==> src/rtl/mux_pkg.sv <==
// Shared types and helpers for the arbitrated N-to-1 mux and its arbiter.
package mux_pkg;
  localparam int unsigned MAX_CHANNELS = 16;

  typedef logic [15:0] word_t;

  function automatic int unsigned chan_w(input int unsigned n);
    return (n <= 2) ? 1 : $clog2(n);
  endfunction
endpackage

==> src/rtl/rr_arbiter.sv <==
// Round-robin or fixed-priority arbiter; owns the rotating search pointer.
module rr_arbiter
  import mux_pkg::*;
#(
  parameter int unsigned N       = 4,
  parameter bit          RR_MODE = 1'b1
) (
  input  logic                  Clk,
  input  logic                  Reset_n,
  input  logic [N-1:0]          req,
  input  logic                  advance,
  output logic [N-1:0]          gnt_onehot,
  output logic [chan_w(N)-1:0]  gnt_idx,
  output logic                  any_req
);
  localparam int unsigned CW = chan_w(N);
  localparam logic [CW-1:0] LAST = CW'(N - 1);

  logic [CW-1:0] ptr;

  // Search starts at ptr (or 0 in fixed-priority mode) and wraps past N-1.
  always_comb begin
    int unsigned c;
    gnt_idx    = '0;
    gnt_onehot = '0;
    any_req    = 1'b0;
    for (int unsigned i = 0; i < N; i++) begin
      c = RR_MODE ? (int'(ptr) + i) : i;
      if (c >= N) c = c - N;
      if (!any_req && req[c]) begin
        any_req        = 1'b1;
        gnt_idx        = CW'(c);
        gnt_onehot[c]  = 1'b1;
      end
    end
  end

  always_ff @(posedge Clk) begin
    if (!Reset_n) begin
      ptr <= '0;
    end else if (advance) begin
      ptr <= (gnt_idx == LAST) ? '0 : gnt_idx + 1'b1;
    end
  end
endmodule

==> src/rtl/arb_mux_nto1.sv <==
// N-to-1 data mux with internal arbitration and a single registered, handshaked output stage.
module arb_mux_nto1
  import mux_pkg::*;
#(
  parameter int unsigned WIDTH    = 16,
  parameter int unsigned CHANNELS = 4,
  parameter bit          RR_MODE  = 1'b1
) (
  input  logic                               Clk,
  input  logic                               Reset_n,
  input  logic [CHANNELS-1:0]                in_valid,
  output logic [CHANNELS-1:0]                in_ready,
  input  logic [CHANNELS-1:0][WIDTH-1:0]     in_data,
  output logic                               out_valid,
  input  logic                               out_ready,
  output logic [WIDTH-1:0]                   out_data,
  output logic [chan_w(CHANNELS)-1:0]        out_chan
);
  localparam int unsigned CW = chan_w(CHANNELS);

  if (CHANNELS < 2 || CHANNELS > MAX_CHANNELS) begin : g_bad_channels
    $error("arb_mux_nto1: CHANNELS must be in 2..16");
  end

  logic [CHANNELS-1:0] gnt_onehot;
  logic [CW-1:0]       gnt_idx;
  logic                any_req;
  logic                load;
  logic                xfer;

  assign load     = ~out_valid | out_ready;
  assign xfer     = Reset_n & load & any_req;
  // Gating with Reset_n keeps sources from seeing an accept that reset discards.
  assign in_ready = xfer ? gnt_onehot : '0;

  rr_arbiter #(
    .N       (CHANNELS),
    .RR_MODE (RR_MODE)
  ) u_arb (
    .Clk        (Clk),
    .Reset_n    (Reset_n),
    .req        (in_valid),
    .advance    (xfer),
    .gnt_onehot (gnt_onehot),
    .gnt_idx    (gnt_idx),
    .any_req    (any_req)
  );

  always_ff @(posedge Clk) begin
    if (!Reset_n) begin
      out_valid <= 1'b0;
      out_data  <= '0;
      out_chan  <= '0;
    end else if (load) begin
      out_valid <= any_req;
      if (any_req) begin
        out_data <= in_data[gnt_idx];
        out_chan <= gnt_idx;
      end
    end
  end
endmodule

==> config.mk <==
export PLATFORM = sky130hd
export DESIGN_NAME = arb_mux_nto1
export DESIGN_NICKNAME = d
export VERILOG_FILES = /design/src/rtl/mux_pkg.sv /design/src/rtl/rr_arbiter.sv /design/src/rtl/arb_mux_nto1.sv
export SDC_FILE = /design/constraint.sdc
export NUM_CORES = 1
export LEC_CHECK = 0
export CAP_MARGIN = 20
export CORE_AREA = 2 2 69 71
export DETAILED_ROUTE_END_ITERATION = 8
export DIE_AREA = 0 0 71 73
export PLACE_DENSITY_LB_ADDON = 0.25
export SYNTH_ARGS = -nofsm -noshare
export SYNTH_HDL_FRONTEND = slang
export SYNTH_SLANG_ARGS = --single-unit
==> constraint.sdc <==
create_clock -name Clk -period 3.6 [get_ports Clk]
set_input_delay 0.72 -clock Clk [delete_from_list [all_inputs] [get_ports Clk]]
set_output_delay 0.72 -clock Clk [all_outputs]
set_load 0.05 [all_outputs]
Word-level counts from Yosys, hierarchy flattened
Index checks and enable logic that the tools add are counted.
{ "op_classes": {"addsub": 8, "n_mux": 36, "reduce_logical": 11, "bitwise_logic": 7, "n_lt_le_gt_ge": 13, "eq_ne": 1} }
{ "op_table": {"columns": ["op", "n"], "rows": [
  ["greater-or-equal comparator 32 x 1 -> 1 bit, second input constant", 4],
  ["< comparator 32 x 3 -> 1 bit, second input constant", 4],
  ["two-way mux 32 bit", 4],
  ["greater-or-equal comparator 32 x 3 -> 1 bit, second input constant", 3],
  ["subtractor 32 x 3 -> 32 bit, second input constant", 3],
  ["binary-select mux 16 bit (select 2 bit)", 1],
  ["two-way mux 4 bit", 5],
  ["two-way mux 16 bit", 1],
  ["two-way mux 1 bit", 12],
  ["bitwise OR 4 bit", 3],
  ["two-way mux 2 bit", 5],
  ["binary-select mux 1 bit (select 2 bit)", 4],
  ["demux 1 bit (select 2 bit)", 4],
  ["logical AND 1 bit", 7],
  ["adder 2 x 2 -> 3 bit, second input constant", 2],
  ["subtractor 2 x 3 -> 4 bit, second input constant", 1],
  ["adder 2 x 1 -> 3 bit, second input constant", 1],
  ["greater-or-equal comparator 2 x 3 -> 1 bit, second input constant", 1],
  ["logical NOT 1 bit", 3],
  ["< comparator 2 x 3 -> 1 bit, second input constant", 1],
  ["adder 2 x 1 -> 2 bit, second input constant", 1],
  ["bitwise AND 1 bit", 2],
  ["== test 2 bit, second input constant", 1],
  ["AND reduction 2 bit", 1],
  ["other kinds (2)", 2]
]} }
{ "word_totals": {"wordCells": 80, "out_inout_bits": 23, "inputBits": 71, "regBits": 21} }

Depth between registers and ports, before layout
Gate-level depths: netlist of run 1.
{ "logic_depth": {"word_depth": 16, "mapped_depth": 13, "mapped_depth_nobuf": 11} }

By module
From an unflattened synthesis of run 1, not the netlist that was laid out.
{ "hier_totals": {"hier_cells": 134, "hier_area_um2": 1644.1} }
{ "modules_own_cells": {"columns": ["mod", "instances", "cells_per_inst", "seq_area_each_um2", "area_each_um2"], "rows": [
  ["arb_mux_nto1", 1, 74, 380.4, 1064.8],
  ["rr_arbiter", 1, 60, 40.0, 579.3]
]} }

Worst setup path after synthesis of run 1
Ideal clock, no wire load.
{ "synth_timing": {"kind": "register to output", "from": "register u_arb.ptr[1]", "to": "output in_ready[0]", "n_path_buf": 2, "arrival_time_ps": 2669, "slack_ps": 211, "required_ps": 2880, "stages_incl_launch_ff": 10, "path_cell_list": "dfxtp_1 -> buf_6 -> inv_1 -> ha_1 -> buf_6 -> mux4_2 -> nor2b_2 -> a22o_1 -> mux2i_1 -> a21oi_1"} }
{ "synth_between": {"elab_chain_len": 16, "elab_cells_between_ends": 62, "cone_classes": "add/sub: 7; order compare: 12; mux: 29; bitwise: 4; reduce/logical: 10"} }
{ "synth_lines": {"columns": ["item", "line_no", "text"], "rows": [
  ["start: declaration", "rr_arbiter.sv:19", "logic [CW-1:0] ptr;"],
  ["start signal: assignment", "rr_arbiter.sv:42", "ptr <= (gnt_idx == LAST) ? '0 : gnt_idx + 1'b1;"],
  ["branches (longest 15 deep; another with subtractor 32 x 3 -> 32 bit)", null, null],
  ["two-way mux 4 bit *", "arb_mux_nto1.sv:34", "assign in_ready = xfer ? gnt_onehot : '0;"],
  ["end: declaration", "arb_mux_nto1.sv:12", "output logic [CHANNELS-1:0] in_ready,"]
]} }
Every way passes the cells marked *. The select of a mux whose other input is x is not followed.

Final worst setup path of run 1
{ "layout_timing": {"from": "input in_valid[2]", "to": "output in_ready[1]"} }
{ "layout_between": {"elab_chain_len": 14, "elab_cells_between_ends": 27, "cone_classes": "mux: 17; bitwise: 4; reduce/logical: 6"} }
{ "layout_lines": {"columns": ["item", "line_no", "text"], "rows": [
  ["start: declaration", "arb_mux_nto1.sv:11", "input logic [CHANNELS-1:0] in_valid,"],
  ["binary-select mux 1 bit (select 2 bit)", "rr_arbiter.sv:30", "if (!any_req && req[c]) begin"],
  ["two-way mux 1 bit (not written as such)", "rr_arbiter.sv:30", null],
  ["two-way mux 1 bit", "rr_arbiter.sv:30", null],
  ["logical NOT 1 bit", "rr_arbiter.sv:30", null],
  ["logical AND 1 bit", "rr_arbiter.sv:30", null],
  ["two-way mux 1 bit", "rr_arbiter.sv:30", null],
  ["logical NOT 1 bit", "rr_arbiter.sv:30", null],
  ["logical AND 1 bit", "rr_arbiter.sv:30", null],
  ["two-way mux 1 bit", "rr_arbiter.sv:30", null],
  ["logical NOT 1 bit", "rr_arbiter.sv:30", null],
  ["logical AND 1 bit", "rr_arbiter.sv:30", null],
  ["two-way mux 1 bit", "rr_arbiter.sv:30", null],
  ["bitwise AND 1 bit", "arb_mux_nto1.sv:32", "assign xfer = Reset_n & load & any_req;"],
  ["two-way mux 4 bit *", "arb_mux_nto1.sv:34", null]
]} }
Every way passes the cells marked *; elsewhere a longest branch is shown, timed or not. The select of a mux whose other input is x is not followed.

==> results of run 1 <==
[per-stage QoR]
| step | power, mW | std cells |
|---|---|---|
| floorplan | 1.52 | 179 |
| global placement | 1.85 | 320 |
| detailed placement | 1.86 | 320 |
| CTS | 2.02 | 324 |
| global route | 2.13 | 324 |
| finish | 2.01 | 324 |
[per-layer routing]
metal | GRT usage, % | wire, µm | up-vias
met1 | 21.5 | 1900 | 768
li1 | - | - | 862
met3 | 4.83 | 370 | 4
met2 | 29.1 | 2310 | 62
met4 | 5.66 | 46 | 0
met5 | 0 | 0 | -
[cell type report]
| cell class | count | area, µm² |
|---|---|---|
| Clock buffer | 4 | 45.0 |
| Fill cell | 397 | 1850 |
| Inverter | 6 | 22.5 |
| Multi-Input combinational cell | 134 | 1070 |
| Sequential cell | 21 | 420 |
| Tap cell | 54 | 67.6 |
| Timing Repair Buffer | 105 | 1060 |
[kinds of logic (layout without fill, tap and decap cells)]
family                   after synthesis  in the layout
AO/OA/AOI/OAI                         39             39
adder cells (fa/ha/maj)                5              5
buffers and inverters                 24            115
flip-flops                            21             21
multiplexers                          43             43
AND/OR/NAND/NOR                       47             47
[flip-flops by register name, summed over array words and instances, names as in the netlist]
signal	count
out_chan	2
u_arb.ptr	2
out_data	16
out_valid	1
[cell usage after synthesis (2+ instances only)]
cell type,count,area [µm²]
a21oi_1,8,40.0
nand2b_1,2,12.5
a22o_1,4,35.0
mux4_2,2,45.0
nor2_1,4,15.0
nand3_1,19,95.1
inv_1,6,22.5
dfxtp_1,21,420
buf_8,3,45.0
buf_6,5,56.3
buf_2,4,20.0
clkbuf_1,3,11.3
nand2_1,12,45.0
mux2_2,2,22.5
mux2i_1,39,390
o221ai_1,16,140
buf_4,2,15.0
ha_1,5,62.6
nand3b_1,2,15.0
[power by group]
| group | internal, mW | switching [mW] | leakage (nW) |
|---|---|---|---|
| Sequential | 0.324 | 0.0428 | 0.174 |
| Clock | 0.0789 | 0.0780 | 0.0228 |
| Combinational | 0.653 | 0.829 | 0.864 |
| Total | 1.06 | 0.950 | 1.06 |
[worst paths after layout]
check,start,endpoint,depth (start not counted)
max reg2reg,u_arb.ptr[0],out_data[4],8
max,in_valid[2],in_ready[1],7
min,out_data[2],out_data[2],2
min reg2reg,out_data[2],out_data[2],2
[layout by cell type (no fill, tap or decap), types with 2 or more instances in the layout]
cell,n
a21oi_1,8
a22o_1,4
buf_12,4
buf_4,12
clkbuf_8,3
clkdlybuf4s50_1,89
dfxtp_1,21
ha_1,5
inv_1,6
mux2_2,2
mux2i_1,39
mux4_2,2
nand2_1,12
nand2b_1,2
nand3_1,19
nand3b_1,2
nor2_1,4
o221ai_1,16
[critical path: stages]
cell             delay, ns
clkdlybuf4s50_1       0.58
or3b_1                0.37
a2111o_1              0.38
nand3_2               0.14
nand2_1               0.07
a21oi_1               0.24
buf_12                0.18
==> metrics.csv, run 1 <==
metric,value,unit
status,finished clean,
"EDFF count, synth",0,
post-DP HPWL,3610,µm
max-slew violations,0,
max_slew headroom,59.6,%
clock-pin slew on the worst setup and hold paths,0.07,ns
Worst-Margin Slew,0.606,ns
Avg Vias per Cell,5.23,
R2R Setup Slk,0.83,ns
Critical Path RT,2.88,ns
Ports,94,
Simple-Gate Fraction of Synth Area,14.5,%
Final ANT Viol Nets,0,
Avg WL per Cell,14.3,µm
ant diodes,0,
post-synthesis sequential area ratio,25.3,%
setup TNS,0,ns
hold slack,0.494,ns
"Arr. time, crit path",2.67,ns
DR vias,1696,
Crit Path Category,input port to primary output,
Netlist Area Pre-Place,1660,µm²
final core utilization,59.3,%
Max-Cap Viols,0,
global-route wire length before repair,7220,µm
Hold Path Class,flop to flop,
synthesis-stage register bit count,21,
total gr overflow,0,
Avg Inst Size Synth,9.30,µm²
initial antenna violation count,0,
Synth cell types,39,
Die H,73,µm
chip width,71,µm
RSZ-0062 raised after global routing,no,
Lkg Pwr,1.06,nW
site row count,25,
Crit Path Max Fanout,7,
Post-synth top flop,dfxtp_1,
Clock Path Buffers,2,
pin count of the biggest net entering global routing,23,
GRT Total Usage,17.3,%
First-pass DRT Iterations,4,
Remaining DRCs,0,
Root Driver,clkbuf_8,
xor/xnor cell area share of the yosys netlist,0,%
Yosys Warn Count,0,
IO Port Bufs,93,
share of layout cells above drive strength 1,10.4,%
Syn-to-layout area delta,61.5,%
cell area after layout,2690,µm²
cts bufs inserted,3,
Max VDD drop,0.291,mV
setup violators final,0,
Initial Util,36.7,%
Critical Path Source Type,input port,
1st-iter DRT viols,79,
postcts setup bufs,0,
Fin. Hold Viols,0,
final worst-path cycle share,94.1,%
post-CTS sizing,0,
Compound-Gate Fraction of Synth Area,18.1,%
largest family of logic cells by synthesized area,multiplexers,
Tmin final,3.39,ns
Clock Latency Late Sink,0.26,ns
worst setup margin,0.213,ns
"Async S/R FF share, synth",0,%
"Hold-fix buffers, CTS",0,
# H-tree levels,1,
Post-Synth Adder-Cell Area,3.76,%
multiplexer area fraction after synthesis,27.5,%
DP Worst Slack,0.221,ns
die area,5180,µm²
skew final,0.00856,ns
CORE AREA,4540,µm²
fin nets,347,
post-synthesis cell count,179,
power per cell area,746,nW/µm²
Critical Path End Type,primary output,
vias in the first global route,1600,
Sink Count,21,
Routability Congestion,0.805,
Post-Syn Nets,255,
Achievable Freq,295,MHz
Routed Wire Length,4620,µm
TritonCTS clock tree,yes,
dpl cell area,2640,µm²
Note: power is estimated with default switching activity, not from simulation.
==> run 2, diff against run 1 <==
--- a/config.mk
+++ b/config.mk
@@ -6,10 +6,10 @@
 export NUM_CORES = 1
 export LEC_CHECK = 0
 export CAP_MARGIN = 20
-export CORE_AREA = 2 2 69 71
+export CORE_AREA = 2 2 66 74
 export DETAILED_ROUTE_END_ITERATION = 8
-export DIE_AREA = 0 0 71 73
-export PLACE_DENSITY_LB_ADDON = 0.25
+export DIE_AREA = 0 0 68 76
+export PLACE_DENSITY_LB_ADDON = 0.12
 export SYNTH_ARGS = -nofsm -noshare
 export SYNTH_HDL_FRONTEND = slang
 export SYNTH_SLANG_ARGS = --single-unit
==> run 2 against run 1 <==
Net effect: worst setup slack improved by 0.027 ns; clock skew down 0.0043 ns; routed wire length fell by 1.1%; via count up 1.1%; clock power about the same; clock-buffer cell count unchanged; critical path type unchanged; largest power group unchanged; highest routed layer unchanged.
==> metrics.csv, run 2 (synthesis results as in run 1) <==
metric,value,unit,change
Final ANT Viol Nets,0,,unchanged
IO Port Bufs,93,,unchanged
status,finished clean,,unchanged
share of layout cells above drive strength 1,10.7,%,was 10.4%
final worst-path cycle share,93.3,%,was 94.1%
clock-pin slew on the worst setup and hold paths,0.08,ns,was 0.07 ns
final core utilization,60.4,%,was 59.3%
Inst Count DP,323,,was 320
Ports,94,,unchanged
ant diodes,0,,unchanged
"commonest non-fill, non-tap cell in the layout",clkdlybuf4s50_1,,unchanged
fin nets,348,,was 347
chip width,68,µm,was 71 µm
die area,5170,µm²,was 5180 µm²
Die H,76,µm,was 73 µm
skew final,0.00427,ns,was 0.00856 ns
Critical Path RT,2.88,ns,about the same
DR vias,1715,,was 1696
Comb pwr share,74.4,%,was 73.9%
Sw Pwr,0.968,mW,was 0.950 mW
post-DP HPWL,3530,µm,was 3610 µm
setup violators final,0,,unchanged
Lkg Pwr,1.07,nW,was 1.06 nW
# H-tree levels,1,,unchanged
site row count,26,,was 25
most frequent cells in the layout,"89 x clkdlybuf4s50_1, 39 x mux2i_1, 21 x dfxtp_1, 19 x nand3_1, 16 x o221ai_1",,unchanged
Avg Vias per Cell,5.24,,was 5.23
Initial Util,37.1,%,was 36.7%
1st-iter DRT viols,56,,was 79
Crit Path Category,input port to primary output,,unchanged
Routed Wire Length,4570,µm,was 4620 µm
initial antenna violation count,0,,unchanged
total gr overflow,0,,unchanged
Root Driver,clkbuf_8,,unchanged
post-CTS sizing,0,,unchanged
Largest Register,out_data,,unchanged
CORE AREA,4490,µm²,was 4540 µm²
Max-Cap Viols,0,,unchanged
Routability Congestion,0.825,,was 0.805
Sink Count,21,,unchanged
setup TNS,0,ns,unchanged
Crit Path Max Fanout,7,,unchanged
Regs by FF count,"out_data (16), out_chan (2), u_arb.ptr (2)",,unchanged
Critical Path End Type,primary output,,unchanged
"Hold-fix buffers, CTS",0,,unchanged
Clock Path Buffers,2,,unchanged
Max VDD drop,0.376,mV,was 0.291 mV
Worst-Margin Slew,0.606,ns,about the same
Syn-to-layout area delta,62.9,%,was 61.5%
fillcell total,412,,was 397
vias in the first global route,1582,,was 1600
Flop pwr share,18.0,%,was 18.3%
max-slew violations,0,,unchanged
Net Sw Frac,47.2,%,was 47.4%
Clock Latency Late Sink,0.26,ns,about the same
Tmin final,3.36,ns,was 3.39 ns
Final Non-Filler Cells,327,,was 324
internal power,1.08,mW,was 1.06 mW
"Arr. time, crit path",2.64,ns,was 2.67 ns
power per cell area,756,nW/µm²,was 746 nW/µm²
GRT Total Usage,18.2,%,was 17.3%
global-route wire length before repair,7450,µm,was 7220 µm
Achievable Freq,298,MHz,was 295 MHz
Fin. Hold Viols,0,,unchanged
max FFs per register,16,,unchanged
cts bufs inserted,3,,unchanged
max_slew headroom,59.6,%,about the same
First-pass DRT Iterations,4,,unchanged
Clk pwr share,7.6,%,was 7.8%
postcts setup bufs,0,,unchanged
RSZ-0062 raised after global routing,no,,unchanged
Remaining DRCs,0,,unchanged
TritonCTS clock tree,yes,,unchanged
pin count of the biggest net entering global routing,23,,unchanged
Avg WL per Cell,14.0,µm,was 14.3 µm
Hold Path Class,flop to flop,,unchanged
Critical Path Source Type,input port,,unchanged
[run 2: cell count changes in the layout (fill, tap and decap cells not counted)]
cell	previous run	this run
buf_12	4	5
[run 2: per-stage QoR]
stage               setup slack (ns)  power, mW  hold WS, ns  cell area [µm²]
floorplan                      0.211       1.52        0.592             1660
global placement               0.288       1.90        0.467             2670
detailed placement             0.238       1.90        0.472             2670
CTS                            0.253       2.06        0.495             2710
global route                  0.0740       2.18        0.522             2710
finish                         0.240       2.05        0.490             2710
[run 2: area by class of cell]
type	instances	area (µm²)	share of cell area, %
Multi-Input combinational cell	134	1070	39.5
Inverter	6	22.5	0.831
Tap cell	56	70.1	2.59
Clock buffer	4	45.0	1.66
Sequential cell	21	420	15.5
Timing Repair Buffer	106	1080	39.9
[run 2: final timing paths]
path / start / to / slack, ns / cells after the start
setup / recovery: in_valid[0] / in_ready[0] / 0.24 / 7
hold / removal: out_data[4] / out_data[4] / 0.49 / 2
setup reg to reg: u_arb.ptr[0] / out_data[1] / 0.63 / 8
hold reg to reg: out_data[4] / out_data[4] / 0.49 / 2
[run 2: power groups by stage]
stage          registers [mW]  logic (mW)  clock network [mW]
2_1_floorplan           0.652       0.865                   0
3_3_place_gp            0.368        1.53                   0
3_5_place_dp            0.374        1.53                   0
4_1_cts                 0.369        1.53               0.160
5_1_grt                 0.379        1.63               0.169
6_report                0.369        1.53               0.156
[run 2: critical path, stage by stage]
cell and delay (ns):
clkdlybuf4s50_1 0.51, mux4_2 0.53, nor2b_2 0.23, a22o_1 0.16, mux2i_1 0.06, a21oi_1 0.25
buf_12 0.18
[run 2: routing by layer]
layer / vias to the layer above / share of wire (%) / track usage (%)
met3: 4 / 5.9 / 4.58
met5: - / 0 / 0
li1: 862 / - / -
met2: 48 / 51 / 30.2
met4: 0 / 0.74 / 4.20
met1: 801 / 42 / 23.3
